`config.mk`:
```
export PLATFORM = sky130hd
export DESIGN_NAME = udp_char_rx
export DESIGN_NICKNAME = d
export VERILOG_FILES = /design/src/rtl/char_link_pkg.sv /design/src/rtl/byte_packer_32.sv /design/src/rtl/udp_char_rx.sv
export SDC_FILE = /design/constraint.sdc
export NUM_CORES = 1
export LEC_CHECK = 0
export CAP_MARGIN = 20
export CORE_ASPECT_RATIO = 1.2
export CORE_UTILIZATION = 40
export CTS_CLUSTER_DIAMETER = 120
export DETAILED_ROUTE_END_ITERATION = 16
export SLEW_MARGIN = 10
export SYNTH_ARGS = -nofsm -noshare
export SYNTH_HDL_FRONTEND = slang
export SYNTH_HIERARCHICAL = 1
export SYNTH_SLANG_ARGS = --single-unit
```
`constraint.sdc`:
```
create_clock -name udp_clk -period 2.8 [get_ports udp_clk]
set_input_delay 0.42 -clock udp_clk [delete_from_list [all_inputs] [get_ports udp_clk]]
set_output_delay 0.42 -clock udp_clk [all_outputs]
set_load 0.005 [all_outputs]
```
`src/rtl/char_link_pkg.sv`:
```
// -----------------------------------------------------------------------------
// char_link_pkg
//   Settings shared by the UDP character-link receive path. It holds:
//     - default link parameters: the header magic, the number of words per
//       chunk and the number of chunks per frame;
//     - the receive FSM state encoding;
//     - a saturating 8-bit increment used by the drop counter.
//   WORDS_PER_CHUNK_DEF * CHUNKS_DEF must equal the 2048-word, 11-bit write
//   address span of the downstream character RAM.
// -----------------------------------------------------------------------------
package char_link_pkg;

  localparam logic [15:0] MAGIC_DEF           = 16'hA55A;
  localparam int          WORDS_PER_CHUNK_DEF = 64;
  localparam int          CHUNKS_DEF          = 32;

  typedef enum logic [2:0] {
    ST_IDLE = 3'd0,  // waiting for the first byte of a packet
    ST_HDR  = 3'd1,  // collecting header bytes 1..3
    ST_DATA = 3'd2,  // packing payload bytes into words
    ST_PAD  = 3'd3,  // emitting zero words up to a full chunk
    ST_SKIP = 3'd4   // discarding bytes until the end of the packet
  } rx_state_e;

  function automatic logic [7:0] sat_inc8(input logic [7:0] v);
    return (v == 8'hFF) ? v : v + 8'd1;
  endfunction

endpackage

```
`src/rtl/byte_packer_32.sv`:
```
// -----------------------------------------------------------------------------
// byte_packer_32
//   Packs a byte stream into big-endian 32-bit words. The first byte of a word
//   goes to [31:24]. A word is presented on the same cycle as the byte that
//   completes it: either the 4th byte, or any byte pushed with flush_i. On a
//   flush the unfilled low bytes are zero.
//
//   Ports
//     udp_clk       clock
//     rstn          asynchronous active-low reset
//     clear_i       discard any partially packed bytes
//     push_i        data_i holds a byte to pack this cycle
//     flush_i       this pushed byte ends the stream; emit the partial word
//     data_i        byte to pack
//     word_valid_o  word_o is complete this cycle (combinational)
//     word_o        packed word, with the current byte merged in
// -----------------------------------------------------------------------------
module byte_packer_32 (
  input  logic        udp_clk,
  input  logic        rstn,
  input  logic        clear_i,
  input  logic        push_i,
  input  logic        flush_i,
  input  logic [7:0]  data_i,
  output logic        word_valid_o,
  output logic [31:0] word_o
);

  logic [23:0] acc_q, acc_d;   // bytes already packed, left-aligned
  logic [1:0]  cnt_q, cnt_d;   // number of bytes held in acc_q
  logic [4:0]  shamt;
  logic [31:0] merged;

  // NOTE: every signal written in this block gets a default value at the top.
  // If some path left a signal unassigned, synthesis would infer a latch.
  always_comb begin
    shamt        = 5'd24 - {cnt_q, 3'b000};
    merged       = {acc_q, 8'h00} | ({24'h00_0000, data_i} << shamt);
    word_valid_o = push_i && (flush_i || (cnt_q == 2'd3));
    word_o       = merged;
    acc_d        = acc_q;
    cnt_d        = cnt_q;
    if (clear_i || word_valid_o) begin
      acc_d = '0;
      cnt_d = '0;
    end else if (push_i) begin
      acc_d = merged[31:8];
      cnt_d = cnt_q + 2'd1;
    end
  end

  // NOTE: state registers use non-blocking assignments, so every flop samples
  // the values from before the clock edge. This keeps the order of
  // statements in the block from affecting the result.
  always_ff @(posedge udp_clk or negedge rstn) begin
    if (!rstn) begin
      acc_q <= '0;
      cnt_q <= '0;
    end else begin
      acc_q <= acc_d;
      cnt_q <= cnt_d;
    end
  end

endmodule

```
`src/rtl/udp_char_rx.sv`:
```
// -----------------------------------------------------------------------------
// udp_char_rx
//   Receives character-RAM chunks carried in UDP payloads and turns each
//   accepted packet into exactly WORDS_PER_CHUNK word writes. This keeps the
//   downstream 11-bit write address aligned.
//
//   Packet layout: MAGIC[15:8], MAGIC[7:0], chunk index, reserved, data bytes.
//   A packet is accepted only if its magic matches, its index equals the
//   expected chunk, and it does not end inside the header. A short payload is
//   zero-filled and then padded with zero words. Surplus bytes are ignored.
//
//   Ports
//     udp_clk       clock
//     rstn          asynchronous active-low reset
//     udp_rx_valid  payload byte strobe
//     udp_rx_data   payload byte
//     udp_rx_last   final byte of the packet (qualified by udp_rx_valid)
//     rec_en        one-cycle word write strobe
//     rec_data      packed word, valid with rec_en
//     busy          padding in progress; bytes offered now are lost
//     frame_done    pulses with the final write of chunk CHUNKS-1
//     drop_cnt      rejected packets, saturating at 255
//     overrun       sticky: a byte arrived while busy
// -----------------------------------------------------------------------------
module udp_char_rx
  import char_link_pkg::*;
#(
  parameter logic [15:0] MAGIC           = MAGIC_DEF,
  parameter int          WORDS_PER_CHUNK = WORDS_PER_CHUNK_DEF,
  parameter int          CHUNKS          = CHUNKS_DEF
) (
  input  logic        udp_clk,
  input  logic        rstn,
  input  logic        udp_rx_valid,
  input  logic [7:0]  udp_rx_data,
  input  logic        udp_rx_last,
  output logic        rec_en,
  output logic [31:0] rec_data,
  output logic        busy,
  output logic        frame_done,
  output logic [7:0]  drop_cnt,
  output logic        overrun
);

  localparam int WCW = $clog2(WORDS_PER_CHUNK + 1);
  localparam int ECW = (CHUNKS > 1) ? $clog2(CHUNKS) : 1;
  localparam logic [WCW-1:0] WORDS_FULL = WCW'(WORDS_PER_CHUNK);
  localparam logic [ECW-1:0] CHUNK_LAST = ECW'(CHUNKS - 1);

  rx_state_e       state_q, state_d;
  logic [1:0]      byte_idx_q, byte_idx_d;
  logic [7:0]      hdr0_q, hdr0_d;
  logic [7:0]      hdr1_q, hdr1_d;
  logic [7:0]      hdr2_q, hdr2_d;
  logic [WCW-1:0]  word_cnt_q, word_cnt_d;
  logic [ECW-1:0]  exp_chunk_q, exp_chunk_d;
  logic [7:0]      drop_cnt_q, drop_cnt_d;
  logic            overrun_q, overrun_d;
  logic            rec_en_q, rec_en_d;
  logic [31:0]     rec_data_q, rec_data_d;
  logic            frame_done_q, frame_done_d;

  logic            pk_clear, pk_push, pk_flush, pk_word_valid;
  logic [31:0]     pk_word;

  logic [WCW-1:0]  word_cnt_inc;
  logic [ECW-1:0]  exp_chunk_inc;
  logic            hdr_ok;
  logic            chunk_full;

  byte_packer_32 u_packer (
    .udp_clk      (udp_clk),
    .rstn         (rstn),
    .clear_i      (pk_clear),
    .push_i       (pk_push),
    .flush_i      (pk_flush),
    .data_i       (udp_rx_data),
    .word_valid_o (pk_word_valid),
    .word_o       (pk_word)
  );

  // The header is judged when byte 3 arrives. Bytes 0..2 are already
  // registered by then, and the reserved byte 3 is never stored.
  assign hdr_ok        = (hdr0_q == MAGIC[15:8]) && (hdr1_q == MAGIC[7:0]) &&
                         (hdr2_q == 8'(exp_chunk_q));
  assign word_cnt_inc  = word_cnt_q + WCW'(1);
  assign chunk_full    = (word_cnt_inc == WORDS_FULL);
  assign exp_chunk_inc = (exp_chunk_q == CHUNK_LAST) ? '0 : exp_chunk_q + ECW'(1);

  always_comb begin
    state_d      = state_q;
    byte_idx_d   = byte_idx_q;
    hdr0_d       = hdr0_q;
    hdr1_d       = hdr1_q;
    hdr2_d       = hdr2_q;
    word_cnt_d   = word_cnt_q;
    exp_chunk_d  = exp_chunk_q;
    drop_cnt_d   = drop_cnt_q;
    overrun_d    = overrun_q;
    rec_en_d     = 1'b0;
    rec_data_d   = '0;
    frame_done_d = 1'b0;
    pk_clear     = 1'b0;
    pk_push      = 1'b0;
    pk_flush     = 1'b0;

    unique case (state_q)
      ST_IDLE: begin
        if (udp_rx_valid) begin
          hdr0_d = udp_rx_data;
          if (udp_rx_last) begin
            // A single-byte packet ends inside the header.
            drop_cnt_d = sat_inc8(drop_cnt_q);
          end else begin
            byte_idx_d = 2'd1;
            state_d    = ST_HDR;
          end
        end
      end

      ST_HDR: begin
        if (udp_rx_valid) begin
          if (byte_idx_q == 2'd1) hdr1_d = udp_rx_data;
          if (byte_idx_q == 2'd2) hdr2_d = udp_rx_data;
          if (udp_rx_last) begin
            drop_cnt_d = sat_inc8(drop_cnt_q);
            byte_idx_d = 2'd0;
            state_d    = ST_IDLE;
          end else if (byte_idx_q == 2'd3) begin
            byte_idx_d = 2'd0;
            if (hdr_ok) begin
              word_cnt_d = '0;
              pk_clear   = 1'b1;
              state_d    = ST_DATA;
            end else begin
              drop_cnt_d = sat_inc8(drop_cnt_q);
              state_d    = ST_SKIP;
            end
          end else begin
            byte_idx_d = byte_idx_q + 2'd1;
          end
        end
      end

      ST_DATA: begin
        if (udp_rx_valid) begin
          pk_push  = 1'b1;
          pk_flush = udp_rx_last;
          // Either the 4th byte or the last byte of the packet yields a word.
          if (pk_word_valid) begin
            rec_en_d   = 1'b1;
            rec_data_d = pk_word;
            word_cnt_d = word_cnt_inc;
            if (chunk_full) begin
              exp_chunk_d  = exp_chunk_inc;
              frame_done_d = (exp_chunk_q == CHUNK_LAST);
              state_d      = udp_rx_last ? ST_IDLE : ST_SKIP;
            end else if (udp_rx_last) begin
              state_d = ST_PAD;
            end
          end
        end
      end

      ST_PAD: begin
        // Bytes offered here are lost. They are flagged but never consumed.
        if (udp_rx_valid) overrun_d = 1'b1;
        rec_en_d   = 1'b1;
        word_cnt_d = word_cnt_inc;
        if (chunk_full) begin
          exp_chunk_d  = exp_chunk_inc;
          frame_done_d = (exp_chunk_q == CHUNK_LAST);
          state_d      = ST_IDLE;
        end
      end

      ST_SKIP: begin
        if (udp_rx_valid && udp_rx_last) state_d = ST_IDLE;
      end

      default: state_d = ST_IDLE;
    endcase
  end

  always_ff @(posedge udp_clk or negedge rstn) begin
    if (!rstn) begin
      state_q      <= ST_IDLE;
      byte_idx_q   <= '0;
      hdr0_q       <= '0;
      hdr1_q       <= '0;
      hdr2_q       <= '0;
      word_cnt_q   <= '0;
      exp_chunk_q  <= '0;
      drop_cnt_q   <= '0;
      overrun_q    <= 1'b0;
      rec_en_q     <= 1'b0;
      rec_data_q   <= '0;
      frame_done_q <= 1'b0;
    end else begin
      state_q      <= state_d;
      byte_idx_q   <= byte_idx_d;
      hdr0_q       <= hdr0_d;
      hdr1_q       <= hdr1_d;
      hdr2_q       <= hdr2_d;
      word_cnt_q   <= word_cnt_d;
      exp_chunk_q  <= exp_chunk_d;
      drop_cnt_q   <= drop_cnt_d;
      overrun_q    <= overrun_d;
      rec_en_q     <= rec_en_d;
      rec_data_q   <= rec_data_d;
      frame_done_q <= frame_done_d;
    end
  end

  assign rec_en     = rec_en_q;
  assign rec_data   = rec_data_q;
  assign frame_done = frame_done_q;
  assign drop_cnt   = drop_cnt_q;
  assign overrun    = overrun_q;
  assign busy       = (state_q == ST_PAD);

endmodule

```
==> results.cfg <==
[floorplan]
start_util_pct = 41.7
die_width_microns = 103
die_y_microns = 123
fp.coreArea_sq_um = 11700
die_area_sq_um = 12700
io_pins = 56
rows = 43

[sta]
setup_ws_ps = 404
tightest_slew_ps = 896
fin_skew_ps = 9.80
setup_viol = 0
hold_viol = 0
min_period_ps = 2400
fin_crit_sh_pct = 85.6
fin_tns_setup_ps = 0
fmaxAchievable_ghz = 0.417
rsz0062_at_grt = no
slew_viol_final = 0
max_slew_margin_pct = 40.1

[final_layout]
multiInputGateArea_sq_um = 2010
fill_cells = 1117
post-route-util_pct = 51.0
antenna_cells = 0
drive_above_1_share_pct = 13.9
areaGrowthSynthToFinish_pct = 22.2
final_cells = 652
nNetsFinal = 510
seq_area_sq_um = 2750
design_area_sq_um = 5980

[clock_tree]
cts_sinks = 110
clk_latency_ps = 350
cts_setup_buffers = 0
cts_htree_levels = 3
cts_tree = done
cts_hold_buf = 0
ctsRootBufferMaster = clkbuf_16
cts_made_buffers = 9
clock_path_buffers = 2
clk_pin_slew_ps = 70
post_cts_resized = 0

[logic_synthesis]
synth_edf_count = 0
synth.avg_cell_area_sq_um = 11.4
yosysSeqAreaShare_pct = 56.2
yosysWarnings = 6
synth_area_sq_um = 4900
yosysUniqueCellTypes = 49
syn_nets = 448
ys_ff_latch = 110
synthCells = 428
ys.flop_type = dfrtp_1
synthArstFlopShare_pct = 100

[place]
portBuffers = 55
gp_congestion = 0.761
place_area_sq_um = 5650
hpwl_microns = 6820
numPlacedInstances = 636
place_ws_ps = 159

[worst_setup_path]
cp.arrival_ps = 2620
crit_top_cell = nand2_1
crit_buf_inv = 1
endpoint_kind = flop
critPathLaunchType = flop
timing.rr.start = state_q[1]$_DFFE_PN0P_
crit_start = state_q[1]$_DFFE_PN0P_
max_stage_delay_ps = 520
crit_required_ps = 3030
path_cells = nor2b_1, nand2_1, nor3_1, o21a_1, a21o_1, nand2_1, clkinv_1, nand3_1, mux2_2
path_class = reg -> reg
cpLargestDelayFamily = simple AND/OR/NAND/NOR gates
cp_max_fo = 10
slowest_stage = dfrtp_1

[status]
status = complete, no violations

[global_route]
grt_pass1_wl_microns = 17000
grt_usage_pct = 17.6
grt_max_degree = 54
antenna_found_initial = 0
grt_remaining_overflow = 0
grt_pass1_vias = 3449

[pwr]
clockPowerShare_pct = 34.5
p_switching_w = 0.00104
switching_share_pct = 25.9
combPwrFrac_pct = 16.1
intPower_w = 0.00297
ir_drop_mv = 0.452
p_seq_share_pct = 49.4
p_leak_nw = 3.07
p_per_area_nw_per_um2 = 670

[route]
detail-route-antenna-nets = 0
drt-total-wl_microns = 10100
dr.pass1.iters = 5
wl_per_cell_microns = 15.5
via_per_inst = 5.31
vias = 3462
drt_iter0_markers = 153
drcViolationCount = 0

[run]
cap_viol_max_count = 0

[worst_hold_path]
min_path_type = in -> async
## state kept, by name, summed over array words and instances (netlist names), 2 cells and up
name,cells
exp_chunk_q,5
byte_idx_q,2
rec_data,32
u_packer/cnt_q,2
hdr1_q,8
hdr0_q,8
hdr2_q,8
word_cnt_q,7
drop_cnt,8
state_q,3
u_packer/acc_q,24
## worst paths after layout
kind | to | slack [ps] | cells after the start
setup reg to reg | exp_chunk_q[4]$_DFFE_PN0P_ | 400 | 9
min in group udp_clk | overrun$_DFFE_PN0P_ | 460 | 1
hold reg to reg | overrun$_DFFE_PN0P_ | 460 | 1
max in group asynchronous | state_q[0]$_DFFE_PN0P_ | 2000 | 2
hold / removal | rec_data[11]$_DFF_PN0_ | 50 | 1
setup / recovery | exp_chunk_q[4]$_DFFE_PN0P_ | 400 | 9
## cell families (layout without fill, tap and decap cells)
| family | after synthesis | count (layout) | share of synthesized area, % |
|---|---|---|---|
| AO/OA/AOI/OAI | 89 | 89 | 12.7 |
| AND/OR/NAND/NOR | 154 | 154 | 17.8 |
| buffers and inverters | 27 | 94 | 2.76 |
| adder cells (fa/ha/maj) | 8 | 8 | 2.04 |
| multiplexers | 26 | 26 | 5.98 |
| flip-flops | 110 | 110 | 56.2 |
| XOR/XNOR | 14 | 14 | 2.50 |
## cells in the mapped netlist, drive strengths merged, types with 6 or more instances
cell     number  area share, %
nand2        20            1.5
ha            8            2.0
inv           6           0.46
xor2         11            2.0
a21oi         6           0.61
a31oi        24            3.1
and3         44            5.6
mux2         26            6.0
buf           8            1.3
clkbuf       12           0.92
nand3        13            1.3
a21o         27            4.1
dfrtp       110             56
o2bb2ai       7            1.3
nor2         36            2.8
o21ai        13            1.3
## layout by cell type (no fill, tap or decap), types with 7 or more instances in the layout
| master | count |
|---|---|
| mux2_2 | 26 |
| dfrtp_1 | 110 |
| a31oi_1 | 24 |
| a21o_1 | 27 |
| ha_1 | 8 |
| o21ai_0 | 13 |
| and3_1 | 44 |
| o2bb2ai_1 | 7 |
| clkdlybuf4s50_1 | 54 |
| clkbuf_16 | 9 |
| nand2_1 | 20 |
| nand3_1 | 13 |
| buf_4 | 17 |
| xor2_1 | 11 |
| nor2_1 | 34 |
## final cells by class
class                   count  area share (%)
flip-flops and latches    110            46.0
clock buffers               9            3.76
clock inverters             7            1.72
inverters                   7           0.439
repair buffers             71            11.2
multi-input cells         291            33.6
well taps                 157            3.28
## power groups by stage
| stage | Sequential [W] | Clock (W) | Combinational [W] |
|---|---|---|---|
| detailed placement | 0.00201 | 0 | 0.000657 |
| floorplan | 0.00195 | 0 | 0.000445 |
| global route | 0.00202 | 0.00148 | 0.000715 |
| finish | 0.00198 | 0.00138 | 0.000647 |
| global placement | 0.00201 | 0 | 0.000639 |
| CTS | 0.00198 | 0.00142 | 0.000661 |
## metrics by stage
stage	total power, W	hold WS, ps
after detailed placement	0.00267	434
after CTS	0.00407	61.1
after floorplan	0.00239	124
after global routing	0.00421	92.9
after global placement	0.00264	429
final	0.00401	47.1
## routing by layer
metal | share of wire [%] | up-vias | GRT usage (%)
met5 | 0 | - | 0
met3 | 4.1 | 15 | 2.26
met4 | 1.9 | 0 | 8.10
met2 | 47 | 93 | 28.0
li1 | - | 1665 | -
met1 | 47 | 1689 | 23.8
Note: power is estimated with default switching activity, not from simulation.
